==> src/rtl/alu_share_ctrl.sv <==
// alu_share_ctrl: round-robin sharing of one combinational 8-bit ALU between two
// requesters. Each granted operation is registered onto the ALU inputs for one
// EXEC cycle, its result and flags are captured into the owner's response
// registers, and a per-requester carry context is maintained for chaining.
module alu_share_ctrl #(
  parameter bit CARRY_CTX = 1'b1
) (
  input  logic       clk,
  input  logic       rst_n,

  input  logic       req0_valid,
  output logic       req0_ready,
  input  logic [3:0] req0_op,
  input  logic [7:0] req0_a,
  input  logic [7:0] req0_b,
  input  logic       req0_carry_clr,

  input  logic       req1_valid,
  output logic       req1_ready,
  input  logic [3:0] req1_op,
  input  logic [7:0] req1_a,
  input  logic [7:0] req1_b,
  input  logic       req1_carry_clr,

  output logic       rsp0_valid,
  output logic [7:0] rsp0_data,
  output logic [3:0] rsp0_flags,
  output logic       rsp1_valid,
  output logic [7:0] rsp1_data,
  output logic [3:0] rsp1_flags,

  output logic       carry0,
  output logic       carry1,
  output logic       busy,

  output logic [3:0] alu_s_af,
  output logic [7:0] alu_a,
  output logic [7:0] alu_b,
  output logic       alu_cin,
  input  logic [7:0] alu_out,
  input  logic [3:0] alu_flags
);

  typedef enum logic [1:0] {
    StIdle = 2'd0,
    StExec = 2'd1,
    StDone = 2'd2
  } state_e;

  // Index of the Cout bit inside the flag array {OddParity, Positive, Cout, Zero}.
  localparam int unsigned CoutBit = 1;

  state_e     r_state;
  state_e     w_state_nxt;

  logic       r_last_grant;
  logic       r_owner;
  logic [3:0] r_op;
  logic [7:0] r_a;
  logic [7:0] r_b;
  logic       r_cin;

  logic [7:0] r_rsp0_data;
  logic [3:0] r_rsp0_flags;
  logic [7:0] r_rsp1_data;
  logic [3:0] r_rsp1_flags;

  logic       r_carry0;
  logic       r_carry1;

  logic       w_idle;
  logic       w_exec;
  logic       w_done;
  logic       w_grant0;
  logic       w_grant1;
  logic       w_acc0;
  logic       w_acc1;
  logic       w_accept;
  logic       w_cap0;
  logic       w_cap1;

  assign w_idle = (r_state == StIdle);
  assign w_exec = (r_state == StExec);
  assign w_done = (r_state == StDone);

  // Round-robin grant: a lone requester wins; on a tie the one not served last wins.
  always_comb begin
    w_grant0 = 1'b0;
    w_grant1 = 1'b0;
    if (req0_valid && req1_valid) begin
      w_grant0 = r_last_grant;
      w_grant1 = ~r_last_grant;
    end else begin
      w_grant0 = req0_valid;
      w_grant1 = req1_valid;
    end
  end

  assign req0_ready = w_idle & w_grant0;
  assign req1_ready = w_idle & w_grant1;

  assign w_acc0   = req0_valid & req0_ready;
  assign w_acc1   = req1_valid & req1_ready;
  assign w_accept = w_acc0 | w_acc1;

  // Capture strobes: the closing edge of EXEC for the current owner.
  assign w_cap0 = w_exec & ~r_owner;
  assign w_cap1 = w_exec & r_owner;

  // State register.
  always_ff @(posedge clk or negedge rst_n) begin
    if (!rst_n) begin
      r_state <= StIdle;
    end else begin
      r_state <= w_state_nxt;
    end
  end

  // Next-state logic: IDLE -> EXEC -> DONE -> IDLE.
  always_comb begin
    w_state_nxt = r_state;
    unique case (r_state)
      StIdle: begin
        if (w_accept) begin
          w_state_nxt = StExec;
        end
      end
      StExec: begin
        w_state_nxt = StDone;
      end
      StDone: begin
        w_state_nxt = StIdle;
      end
      default: begin
        w_state_nxt = StIdle;
      end
    endcase
  end

  // Latch the granted operation, its owner and the owner's carry at the accept edge.
  always_ff @(posedge clk or negedge rst_n) begin
    if (!rst_n) begin
      r_owner <= 1'b0;
      r_op    <= 4'h0;
      r_a     <= 8'h00;
      r_b     <= 8'h00;
      r_cin   <= 1'b0;
    end else if (w_acc0) begin
      r_owner <= 1'b0;
      r_op    <= req0_op;
      r_a     <= req0_a;
      r_b     <= req0_b;
      r_cin   <= CARRY_CTX ? r_carry0 : 1'b0;
    end else if (w_acc1) begin
      r_owner <= 1'b1;
      r_op    <= req1_op;
      r_a     <= req1_a;
      r_b     <= req1_b;
      r_cin   <= CARRY_CTX ? r_carry1 : 1'b0;
    end
  end

  // Round-robin pointer advances when the response is issued.
  always_ff @(posedge clk or negedge rst_n) begin
    if (!rst_n) begin
      r_last_grant <= 1'b1;
    end else if (w_done) begin
      r_last_grant <= r_owner;
    end
  end

  // Requester 0 response registers; untouched by requester 1 traffic.
  always_ff @(posedge clk or negedge rst_n) begin
    if (!rst_n) begin
      r_rsp0_data  <= 8'h00;
      r_rsp0_flags <= 4'h0;
    end else if (w_cap0) begin
      r_rsp0_data  <= alu_out;
      r_rsp0_flags <= alu_flags;
    end
  end

  // Requester 1 response registers; untouched by requester 0 traffic.
  always_ff @(posedge clk or negedge rst_n) begin
    if (!rst_n) begin
      r_rsp1_data  <= 8'h00;
      r_rsp1_flags <= 4'h0;
    end else if (w_cap1) begin
      r_rsp1_data  <= alu_out;
      r_rsp1_flags <= alu_flags;
    end
  end

  // Requester 0 carry context; a clear beats a coincident capture.
  always_ff @(posedge clk or negedge rst_n) begin
    if (!rst_n) begin
      r_carry0 <= 1'b0;
    end else if (req0_carry_clr) begin
      r_carry0 <= 1'b0;
    end else if (CARRY_CTX && w_cap0) begin
      r_carry0 <= alu_flags[CoutBit];
    end
  end

  // Requester 1 carry context; a clear beats a coincident capture.
  always_ff @(posedge clk or negedge rst_n) begin
    if (!rst_n) begin
      r_carry1 <= 1'b0;
    end else if (req1_carry_clr) begin
      r_carry1 <= 1'b0;
    end else if (CARRY_CTX && w_cap1) begin
      r_carry1 <= alu_flags[CoutBit];
    end
  end

  // ALU drive: registered operation during EXEC, quiet idle values otherwise.
  always_comb begin
    alu_s_af = 4'h0;
    alu_a    = 8'h00;
    alu_b    = 8'h00;
    alu_cin  = 1'b0;
    if (w_exec) begin
      alu_s_af = r_op;
      alu_a    = r_a;
      alu_b    = r_b;
      alu_cin  = r_cin;
    end
  end

  // Response strobe lasts exactly the DONE cycle, routed to the owner only.
  always_comb begin
    rsp0_valid = 1'b0;
    rsp1_valid = 1'b0;
    if (w_done) begin
      rsp0_valid = ~r_owner;
      rsp1_valid = r_owner;
    end
  end

  assign rsp0_data  = r_rsp0_data;
  assign rsp0_flags = r_rsp0_flags;
  assign rsp1_data  = r_rsp1_data;
  assign rsp1_flags = r_rsp1_flags;

  assign carry0 = r_carry0;
  assign carry1 = r_carry1;
  assign busy   = w_exec | w_done;

endmodule

==> config.mk <==
export PLATFORM = sky130hd
export DESIGN_NAME = alu_share_ctrl
export DESIGN_NICKNAME = d
export VERILOG_FILES = /design/src/rtl/alu_share_ctrl.sv
export SDC_FILE = /design/constraint.sdc
export NUM_CORES = 1
export LEC_CHECK = 0
export ABC_CLOCK_PERIOD_IN_PS = 2600
export CAP_MARGIN = 20
export CELL_PAD_IN_SITES_DETAIL_PLACEMENT = 0
export CELL_PAD_IN_SITES_GLOBAL_PLACEMENT = 1
export CORE_MARGIN = 5
export CORE_UTILIZATION = 35
export CTS_BUF_LIST = sky130_fd_sc_hd__clkbuf_4 sky130_fd_sc_hd__clkbuf_8
export DETAILED_ROUTE_END_ITERATION = 7
export PLACE_DENSITY = 0.89
export SYNTH_ARGS = -nofsm -noshare
export SYNTH_HDL_FRONTEND = slang
export SYNTH_SLANG_ARGS = --single-unit
==> constraint.sdc <==
create_clock -name clk -period 2.6 [get_ports clk]
set_input_delay 0.39 -clock clk [delete_from_list [all_inputs] [get_ports clk]]
set_output_delay 0.39 -clock clk [all_outputs]
set_load 0.01 [all_outputs]
* After elaboration in Yosys (flattened, before gate mapping) *
Index checks and enable logic that the tools add are counted.
W data, S select, Z words.

storage, ports and cells
  flip-flop bits (word level) = 51
  bits of input ports = 58
  output and inout bits = 52

cells by class
  equality and inequality tests = 3
  muxes and demuxes = 24
  bitwise gates (word level) = 10
  reduce and logical (&&, ||, !) cells = 5

operators by type and width
  operator              number
  $mux W8               6
  $mux W1               13
  $mux W4               3
  $and A1 B1 Y1         6
  $reduce_bool A2 Y1    3
  $pmux W2 S2           1
  $eq A2 B1 Y1 const B  1
  $eq A2 B2 Y1 const B  1
  $logic_not A2 Y1      1
  $mux W2               1
  $ne A2 B1 Y1 const B  1
  $not A1 Y1            2
  $or A1 B1 Y1          2
  $logic_and A1 B1 Y1   1

* Logic depth before layout (Yosys ltp) *
Gate-level depths: netlist of the first run.

  word-level depth = 7
  gate-level depth with buffers = 7
  mapped depth without buffers = 5

* Worst setup path after synthesis of the first run *
OpenSTA, ideal clock, no wires.

  path kind = register to output
  start = reg r_state[0]
  end = out req0_ready
  data arrival time = 1.180 ns
  data required time = 2.210 ns
  slack = 1.030 ns
  stages on the path, launching flop included = 6
  path buffers = 1
  cell sequence = dfrtp_1 inv_1 ha_1 nand2_2 clkbuf_1 nor2_1

between the ends
  word-level cells in the longest chain between the ends = 2

RTL lines
  what                      line  text
  start: declaration        53    state_e r_state;
  start signal: assignment  113   r_state <= StIdle;
  start signal: assignment  115   r_state <= w_state_nxt;
  $logic_not A2 Y1          82    assign w_idle = (r_state == StIdle);
  $and A1 B1 Y1             99    assign req0_ready = w_idle & w_grant0;
  end: declaration          12    output logic req0_ready,

No other way between the ends.

* Worst setup path after layout of the first run *
  start = reg r_state[1]
  end = out alu_cin

between the ends
  word-level cells in the longest chain between the ends = 2

RTL lines
  what              line  text
  $eq A2 B1 Y1      83    assign w_exec = (r_state == StExec);
  $mux W1           222   if (w_exec) begin
  end: declaration  39    output logic alu_cin,

No other way between the ends.

==> impl_metrics.json, run 1 <==
{
  "routedWlPerCell_um": 15.4,
  "initial_core_util": 0.363,
  "post-route-period-util": 0.911,
  "ys_warn_count": 0,
  "hold_path_class": "in -> async",
  "synth_seq_cells": 51,
  "clkPwrFrac": 0.113,
  "criticalPathCategory": "reg -> out",
  "die_area_mm2": 0.00886,
  "fmax_ghz": 0.422,
  "vdd_drop_max_v": 0.000655,
  "rrSetupSlack_ps": 830,
  "cap_violations": 0,
  "hold_buffers": 0,
  "max_slew_margin": 0.567,
  "hold_viol": 0,
  "reg2reg_to": "r_b[1]",
  "nFillCells": 639,
  "cts_tree": "done",
  "nets": 394,
  "seq_area_frac_synth": 0.516,
  "power_frac_comb": 0.544,
  "cp-endpoint": "alu_cin",
  "final_layout_size_suffix_gt1_frac": 0.117,
  "ios": 110,
  "fin_area_mm2": 0.00373,
  "end_kind": "output pin",
  "cts_buffers": 5,
  "status": "complete, no violations",
  "worstMarginPinSlew_ps": 650,
  "remaining_drc_errors": 0,
  "vias": 1985,
  "final.setup.tns_ps": 0,
  "dpl.hpwl_um": 4700,
  "cp_data_arrival_time_ps": 1980,
  "mostFrequentLayoutCell": "clkdlybuf4s50_1",
  "p_sw_uw": 1450,
  "clk_latency_ps": 300,
  "cp_data_required_time_ps": 2210,
  "synth_nets": 289,
  "drtIter0Drc": 57,
  "finalMaxSlewViolations": 0,
  "vias_per_cell": 4.64,
  "overflow": 0,
  "die_h_um": 94.1,
  "area_delta_synth_final_pct": 50.5,
  "grt_pass1_wl_um": 10400,
  "cts-resized-gates": 0,
  "antenna_found_initial": 0,
  "clk_pin_slew_worst_paths_ps": 100,
  "ant_nets": 0,
  "yosysUniqueCellTypes": 26,
  "cp_max_fo": 21,
  "die_w_um": 94.1,
  "mostFrequentLayoutCells": "clkdlybuf4s50_1 (108), dfrtp_1 (50), nor2_1 (23), and2_1 (22), o21ai_0 (22)",
  "wl_um": 6590,
  "setup_viol": 0,
  "rsz0062_at_grt": "no",
  "ys.flop_type": "dfrtp_1",
  "multi_input_area_mm2": 0.00110,
  "syn_inst": 226,
  "place_area_mm2": 0.00364,
  "antenna_cells": 0,
  "skew_ps": 12.2,
  "total_power_uw": 4100,
  "cts_sinks": 51,
  "routabilityCongestion": 0.733,
  "rows": 30,
  "startpoint_type": "flip-flop",
  "synthesis.area_per_instance_um2": 11.0,
  "switching_share": 0.355,
  "seq_area_mm2": 0.00128,
  "cts_setup_buffers": 0,
  "cellLeakagePower_uw": 0.00149,
  "powerDensity_mw_per_mm2": 1100,
  "syn-cell-area_mm2": 0.00248,
  "power_frac_seq": 0.343,
  "clockBufferDepth": 2,
  "io_buffers": 109,
  "r2r_start": "r_state[0]",
  "root_buffer": "clkbuf_8",
  "fin_util": 0.546,
  "cts_max_level": 2,
  "min_period_ps": 2370,
  "crit_start": "r_state[1]",
  "fp.coreArea_mm2": 0.00683,
  "intPower_uw": 2650,
  "dr.pass1.iters": 4,
  "gr-usage-all-layers": 0.150,
  "grt_pass1_vias": 1993,
  "grt_max_degree": 52,
  "synth_edf_count": 0,
  "async_flop_share": 1.00,
  "worst_r2r_path_depth": 6
}
==> synth_stat cells, types with 2 or more instances <==
cell type / n / area (µm²)
dfrtp_1: 50 / 1250
nor2_1: 23 / 86.3
and2_1: 22 / 138
o21ai_0: 22 / 110
a31oi_1: 21 / 131
or3b_1: 21 / 184
mux2_2: 20 / 225
buf_2: 7 / 35.0
clkbuf_1: 7 / 26.3
ha_1: 5 / 62.6
mux2_1: 5 / 56.3
a21oi_1: 3 / 15.0
inv_1: 3 / 11.3
nand2_1: 3 / 11.3
buf_6: 2 / 22.5
nand2b_1: 2 / 12.5
==> worst max-delay path: stages, from the launching register on <==
cell,delay (ps)
dfrtp_1,400
inv_1,130
ha_1,210
buf_4,230
and2_1,170
clkdlybuf4s50_1,540
==> per-stage QoR <==
step	setup WS (ps)	cells	hold slack (ps)
floorplan	1030	226	94.4
global placement	531	420	461
detailed placement	515	420	469
CTS	189	428	210
global route	96.2	428	246
finish	231	428	193
==> final cells by class <==
class                      instances  share of cell area
multi-input combinational        155               0.294
tap                               96              0.0322
clock inverter                     3             0.00604
sequential                        51               0.343
inverter                           3             0.00302
clock buffer                       5              0.0185
timing repair buffer             115               0.303
==> power groups by stage <==
stage / Combinational [µW] / Clock [µW] / Sequential [µW]
global route: 2450 / 510 / 1460
finish: 2230 / 462 / 1410
global placement: 2230 / 0 / 1410
detailed placement: 2270 / 0 / 1420
CTS: 2280 / 480 / 1410
floorplan: 1120 / 0 / 1480
==> worst min path at each step <==
stage                               end  cells past startpoint  slack (ps)
after CTS                  rsp1_data[6]                      2         210
after global routing       rsp1_data[6]                      2         250
after global placement    rsp1_flags[1]                      1         460
after detailed placement  rsp1_flags[1]                      1         470
final                     rsp0_flags[2]                      2         190
after floorplan                  carry0                      0          90
==> layer usage <==
metal	part of all wire	vias to the layer above	global-route usage	wire length, µm
li1	-	997	-	-
met1	0.43	940	0.188	2840
met2	0.53	44	0.266	3470
met3	0.030	4	0.0256	200
met4	0.011	0	0.0361	74
met5	0	-	0	0
==> flip-flops by register name (all words and copies together), names as in the netlist <==
register,cells
carry0,1
carry1,1
r_a,8
r_b,8
r_cin,1
r_last_grant,1
r_op,4
r_owner,1
r_state,2
rsp0_data,8
rsp0_flags,4
rsp1_data,8
rsp1_flags,4
==> cell families (layout without fill, tap and decap cells) <==
group                    after synthesis  in the layout  share of synthesized area
flip-flops                            51             51                      0.516
buffers and inverters                 20            126                     0.0414
AND/OR/NAND/NOR                       76             76                      0.191
AO/OA/AOI/OAI                         49             49                      0.113
adder cells (fa/ha/maj)                5              5                     0.0253
multiplexers                          25             25                      0.114
No activity file was read; power rests on OpenSTA's default activity.
==> inputs of run 2 (changes only) <==
- RECOVER_POWER: unset -> 50
==> run 2 against run 1 <==
Compared with the run above:
- sequential share of layout area is 0.10 points higher
- die area is the same
- non-clock buffer count unchanged
- sequential power is essentially flat
- register-to-register slack worse by 280 ps
- first-iteration DRC count decreased by 8.8%
- critical path type unchanged
==> impl_metrics.json, run 2 (same netlist as run 1, synthesis figures left out) <==
{
  "final.setup.tns_ps": 0,
  "cts_tree": "done",
  "vias": 1991,
  "criticalPathCategory": "reg -> out",
  "cp_slowest_cell": "clkdlybuf4s50_1",
  "nets": 394,
  "clockBufferDepth": 2,
  "overflow": 0,
  "r2r_start": "r_state[0]",
  "cap_violations": 0,
  "cp_slowest_stage_delay_ps": 540,
  "fin_area_mm2": 0.00372,
  "rrSetupSlack_ps": 550,
  "whs_ps": 428,
  "clk_latency_ps": 300,
  "finalMaxSlewViolations": 0,
  "drtIter0Drc": 52,
  "die_area_mm2": 0.00886,
  "ant_nets": 0,
  "worst_r2r_path_depth": 6,
  "grt_max_degree": 52,
  "skew_ps": 11.4,
  "rsz0062_at_grt": "no",
  "area_delta_synth_final_pct": 50.1,
  "fin_util": 0.544,
  "routabilityCongestion": 0.733,
  "hold_buffers": 0,
  "nFillCells": 644,
  "layout_setup_ws_ps": 224,
  "cp_max_fo": 21,
  "cp_data_required_time_ps": 2210,
  "end_kind": "output pin",
  "final_layout_size_suffix_gt1_frac": 0.111,
  "critPathBufInv": 3,
  "grt_pass1_vias": 1993,
  "worstMarginPinSlew_ps": 1260,
  "cts-resized-gates": 0,
  "hold_viol": 0,
  "dpl.hpwl_um": 4700,
  "cellLeakagePower_uw": 0.00149,
  "seq_area_mm2": 0.00128,
  "powerDensity_mw_per_mm2": 1090,
  "rows": 30,
  "wl_um": 6580,
  "ios": 110,
  "vias_per_cell": 4.65,
  "initial_core_util": 0.363,
  "fp.coreArea_mm2": 0.00683,
  "min_period_ps": 2380,
  "die_w_um": 94.1,
  "reg2reg_to": "r_b[1]",
  "startpoint_type": "flip-flop",
  "mostFrequentLayoutCells": "clkdlybuf4s50_1 (92), dfrtp_1 (50), nor2_1 (23), and2_1 (22), o21ai_0 (22)",
  "gr-usage-all-layers": 0.150,
  "cts_setup_buffers": 0,
  "clk_pin_slew_worst_paths_ps": 100,
  "path_cells": "inv_1 > ha_1 > buf_4 > and2_1 > clkdlybuf4s50_1",
  "antenna_found_initial": 0,
  "pre_cts_ws_ps": 515,
  "die_h_um": 94.1,
  "status": "complete, no violations",
  "routedWlPerCell_um": 15.4,
  "setup_viol": 0,
  "fmax_ghz": 0.421,
  "cp_data_arrival_time_ps": 1990,
  "vdd_drop_max_v": 0.000628,
  "crit_family": "buffers and inverters",
  "dr.pass1.iters": 4,
  "antenna_cells": 0,
  "multi_input_area_mm2": 0.00109,
  "cts_sinks": 51,
  "cts_buffers": 5,
  "grt_pass1_wl_um": 10400,
  "hold_path_class": "in -> async",
  "mostFrequentLayoutCell": "clkdlybuf4s50_1",
  "place_area_mm2": 0.00364,
  "max_slew_margin": 0.162,
  "cts_max_level": 2,
  "root_buffer": "clkbuf_8",
  "post-route-period-util": 0.914,
  "remaining_drc_errors": 0,
  "io_buffers": 109
}
run 2: cell count changes in the layout (fill, tap and decap cells not counted):
cell,change
clkbuf_1,+1
clkdlybuf4s50_1,-16
nor2b_1,+1
buf_4,-3
clkbuf_2,+2
dlygate4sd3_1,+16
nor2b_2,-1
run 2: worst max-delay path by stage:
stage                     startpoint          to  cells past startpoint
after detailed placement  req0_valid  req0_ready                      4
final                     r_state[1]     alu_cin                      5
after global routing      r_state[1]     alu_cin                      5
after CTS                 r_state[1]     alu_cin                      5
after floorplan           r_state[0]  req0_ready                      5
after global placement    req0_valid  req0_ready                      4
run 2: report_power, final:
part	internal (µW)	switching [µW]	leakage [µW]	total [µW]
clock	193	271	0.0000485	464
sequential	1200	203	0.000591	1400
combinational	1200	974	0.000846	2170
total	2590	1450	0.00149	4030
run 2: per-layer routing:
metal / GRT usage / share of wire / vias to the layer above / wire [µm]
li1: - / - / 1000 / -
met1: 0.188 / 0.43 / 945 / 2830
met2: 0.266 / 0.53 / 42 / 3510
met3: 0.0256 / 0.030 / 4 / 198
met4: 0.0361 / 0.0068 / 0 / 45
met5: 0 / 0 / - / 0
run 2: area by class of cell:
cell class | instances | share of cell area
flip-flops and latches | 51 | 0.344
repair buffers | 115 | 0.302
multi-input cells | 155 | 0.295
well taps | 96 | 0.0323
clock buffers | 5 | 0.0185
clock inverters | 3 | 0.00606
inverters | 3 | 0.00303
run 2: through the flow:
stage               instances  power (µW)
CTS                       428        4170
global placement          420        3640
finish                    428        4030
detailed placement        420        3690
global route              428        4350
floorplan                 226        2600
run 2: worst reg2reg max path, delay by kind of cell (launching register included):
family          cells  cell delay (ps)
flops               1              420
buf+inv             2              540
compound gates      1              170
simple gates        2              600
fa+ha+maj           1              250
==> inputs of run 3 (changes only) <==
--- a/config.mk
+++ b/config.mk
@@ -6,5 +6,4 @@
 export NUM_CORES = 1
 export LEC_CHECK = 0
-export ABC_CLOCK_PERIOD_IN_PS = 2600
 export CAP_MARGIN = 20
 export CELL_PAD_IN_SITES_DETAIL_PLACEMENT = 0
==> constraint.sdc (replaced) <==
create_clock -name clk -period 2.6 [get_ports clk]
set_input_delay 0.52 -clock clk [delete_from_list [all_inputs] [get_ports clk]]
set_output_delay 0.52 -clock clk [all_outputs]
set_load 0.01 [all_outputs]
==> run 3 against run 2 <==
Compared with the run above:
- the flow now finishes with violations (capacitance limit, slew limit)
- power up 1.7%
- largest power group unchanged
- first-iteration DRC count up 42%
- non-clock buffer count up 1
==> impl_metrics.json, run 3 (same netlist as run 1, synthesis figures left out) <==
{
  "status": "complete, but fails checks",
  "violations": "capacitance limit, slew limit",
  "fmax_ghz": 0.401,
  "powerDensity_mw_per_mm2": 1100,
  "startpoint_type": "flip-flop",
  "post-route-period-util": 0.959,
  "cap_violations": 1,
  "dpl.hpwl_um": 4820,
  "cts_setup_buffers": 0,
  "dr.pass1.iters": 4,
  "antenna_found_initial": 0,
  "cts_sinks": 51,
  "min_period_ps": 2490,
  "clk_latency_ps": 300,
  "setup_viol": 0,
  "fp.coreArea_mm2": 0.00683,
  "cp_data_arrival_time_ps": 1970,
  "die_h_um": 94.1,
  "wl_um": 6560,
  "die_w_um": 94.1,
  "mostFrequentLayoutCell": "clkdlybuf4s50_1",
  "clockBufferDepth": 2,
  "grt_pass1_vias": 2048,
  "mostFrequentLayoutCells": "clkdlybuf4s50_1 (101), dfrtp_1 (50), nor2_1 (23), and2_1 (22), o21ai_0 (22)",
  "grt_max_degree": 44,
  "antenna_cells": 0,
  "finalMaxSlewViolations": 39,
  "remaining_drc_errors": 0,
  "area_delta_synth_final_pct": 50.8,
  "ant_nets": 0,
  "cts_max_level": 2,
  "io_buffers": 109,
  "cp_data_required_time_ps": 2080,
  "cellLeakagePower_uw": 0.00148,
  "vias": 2050,
  "ios": 110,
  "die_area_mm2": 0.00886,
  "dp_cells": 421,
  "hold_buffers": 0,
  "root_buffer": "clkbuf_8",
  "cts-resized-gates": 0,
  "final.setup.tns_ps": 0,
  "criticalPathCategory": "reg -> out",
  "hold_viol": 0,
  "drtIter0Drc": 74,
  "rows": 30,
  "vdd_drop_max_v": 0.000753,
  "cp_max_fo": 21,
  "end_kind": "output pin",
  "routedWlPerCell_um": 15.3,
  "hold_path_class": "reg -> reg",
  "gr-usage-all-layers": 0.147,
  "worstMarginPinSlew_ps": 1980,
  "cts_tree": "done",
  "initial_core_util": 0.363,
  "rrSetupSlack_ps": 510,
  "overflow": 0,
  "routabilityCongestion": 0.721,
  "nets": 395,
  "whs_ps": 486,
  "instances_no_fill": 429,
  "cts_buffers": 5,
  "vias_per_cell": 4.78,
  "clk_pin_slew_worst_paths_ps": 90,
  "skew_ps": 7.86,
  "rsz0062_at_grt": "no",
  "grt_pass1_wl_um": 10500,
  "final_layout_size_suffix_gt1_frac": 0.108,
  "max_slew_margin": -0.323
}
==> run 3: worst max-delay path: stages, from the launching register on <==
cell and delay, ps:
dfrtp_1 410, inv_1 140, ha_1 270, buf_12 170, and2_1 130, clkdlybuf4s50_1 560
==> run 3: metrics by stage <==
step | instance area, µm² | worst slack, ps | util | power, µW
4_1_cts | 3750 | 75.1 | 0.549 | 4210
2_1_floorplan | 2480 | 900 | - | 2600
3_3_place_gp | 3660 | 270 | 0.535 | 3670
6_report | 3730 | 107 | 0.547 | 4100
5_1_grt | 3730 | 14.7 | 0.547 | 4420
3_5_place_dp | 3660 | 254 | 0.535 | 3720
==> run 3: per-layer routing <==
layer | routed length (µm) | global-route usage
met5 | 0 | 0
met4 | 95 | 0.0529
met1 | 2850 | 0.188
met2 | 3360 | 0.251
met3 | 250 | 0.0240
==> run 3: worst paths after layout <==
| path | start | to | depth (start not counted) |
|---|---|---|---|
| min in group asynchronous | rst_n | rsp0_data[6] | 1 |
| max reg2reg | r_state[1] | rsp0_flags[3] | 5 |
| max | r_state[1] | alu_b[5] | 5 |
| max in group asynchronous | rst_n | r_b[1] | 2 |
| min | rsp0_data[5] | rsp0_data[5] | 1 |
| min reg2reg | rsp0_data[5] | rsp0_data[5] | 1 |
==> run 3: layout make-up <==
class	count	area [µm²]
fillers	634	3100
flip-flops and latches	51	1280
repair buffers	116	1140
multi-input cells	155	1100
well taps	96	120
clock buffers	5	68.8
clock inverters	3	23.8
inverters	3	11.3
==> run 3: where the power goes <==
part	switching (µW)	internal [µW]
Combinational	984	1250
Clock	272	195
Sequential	207	1200
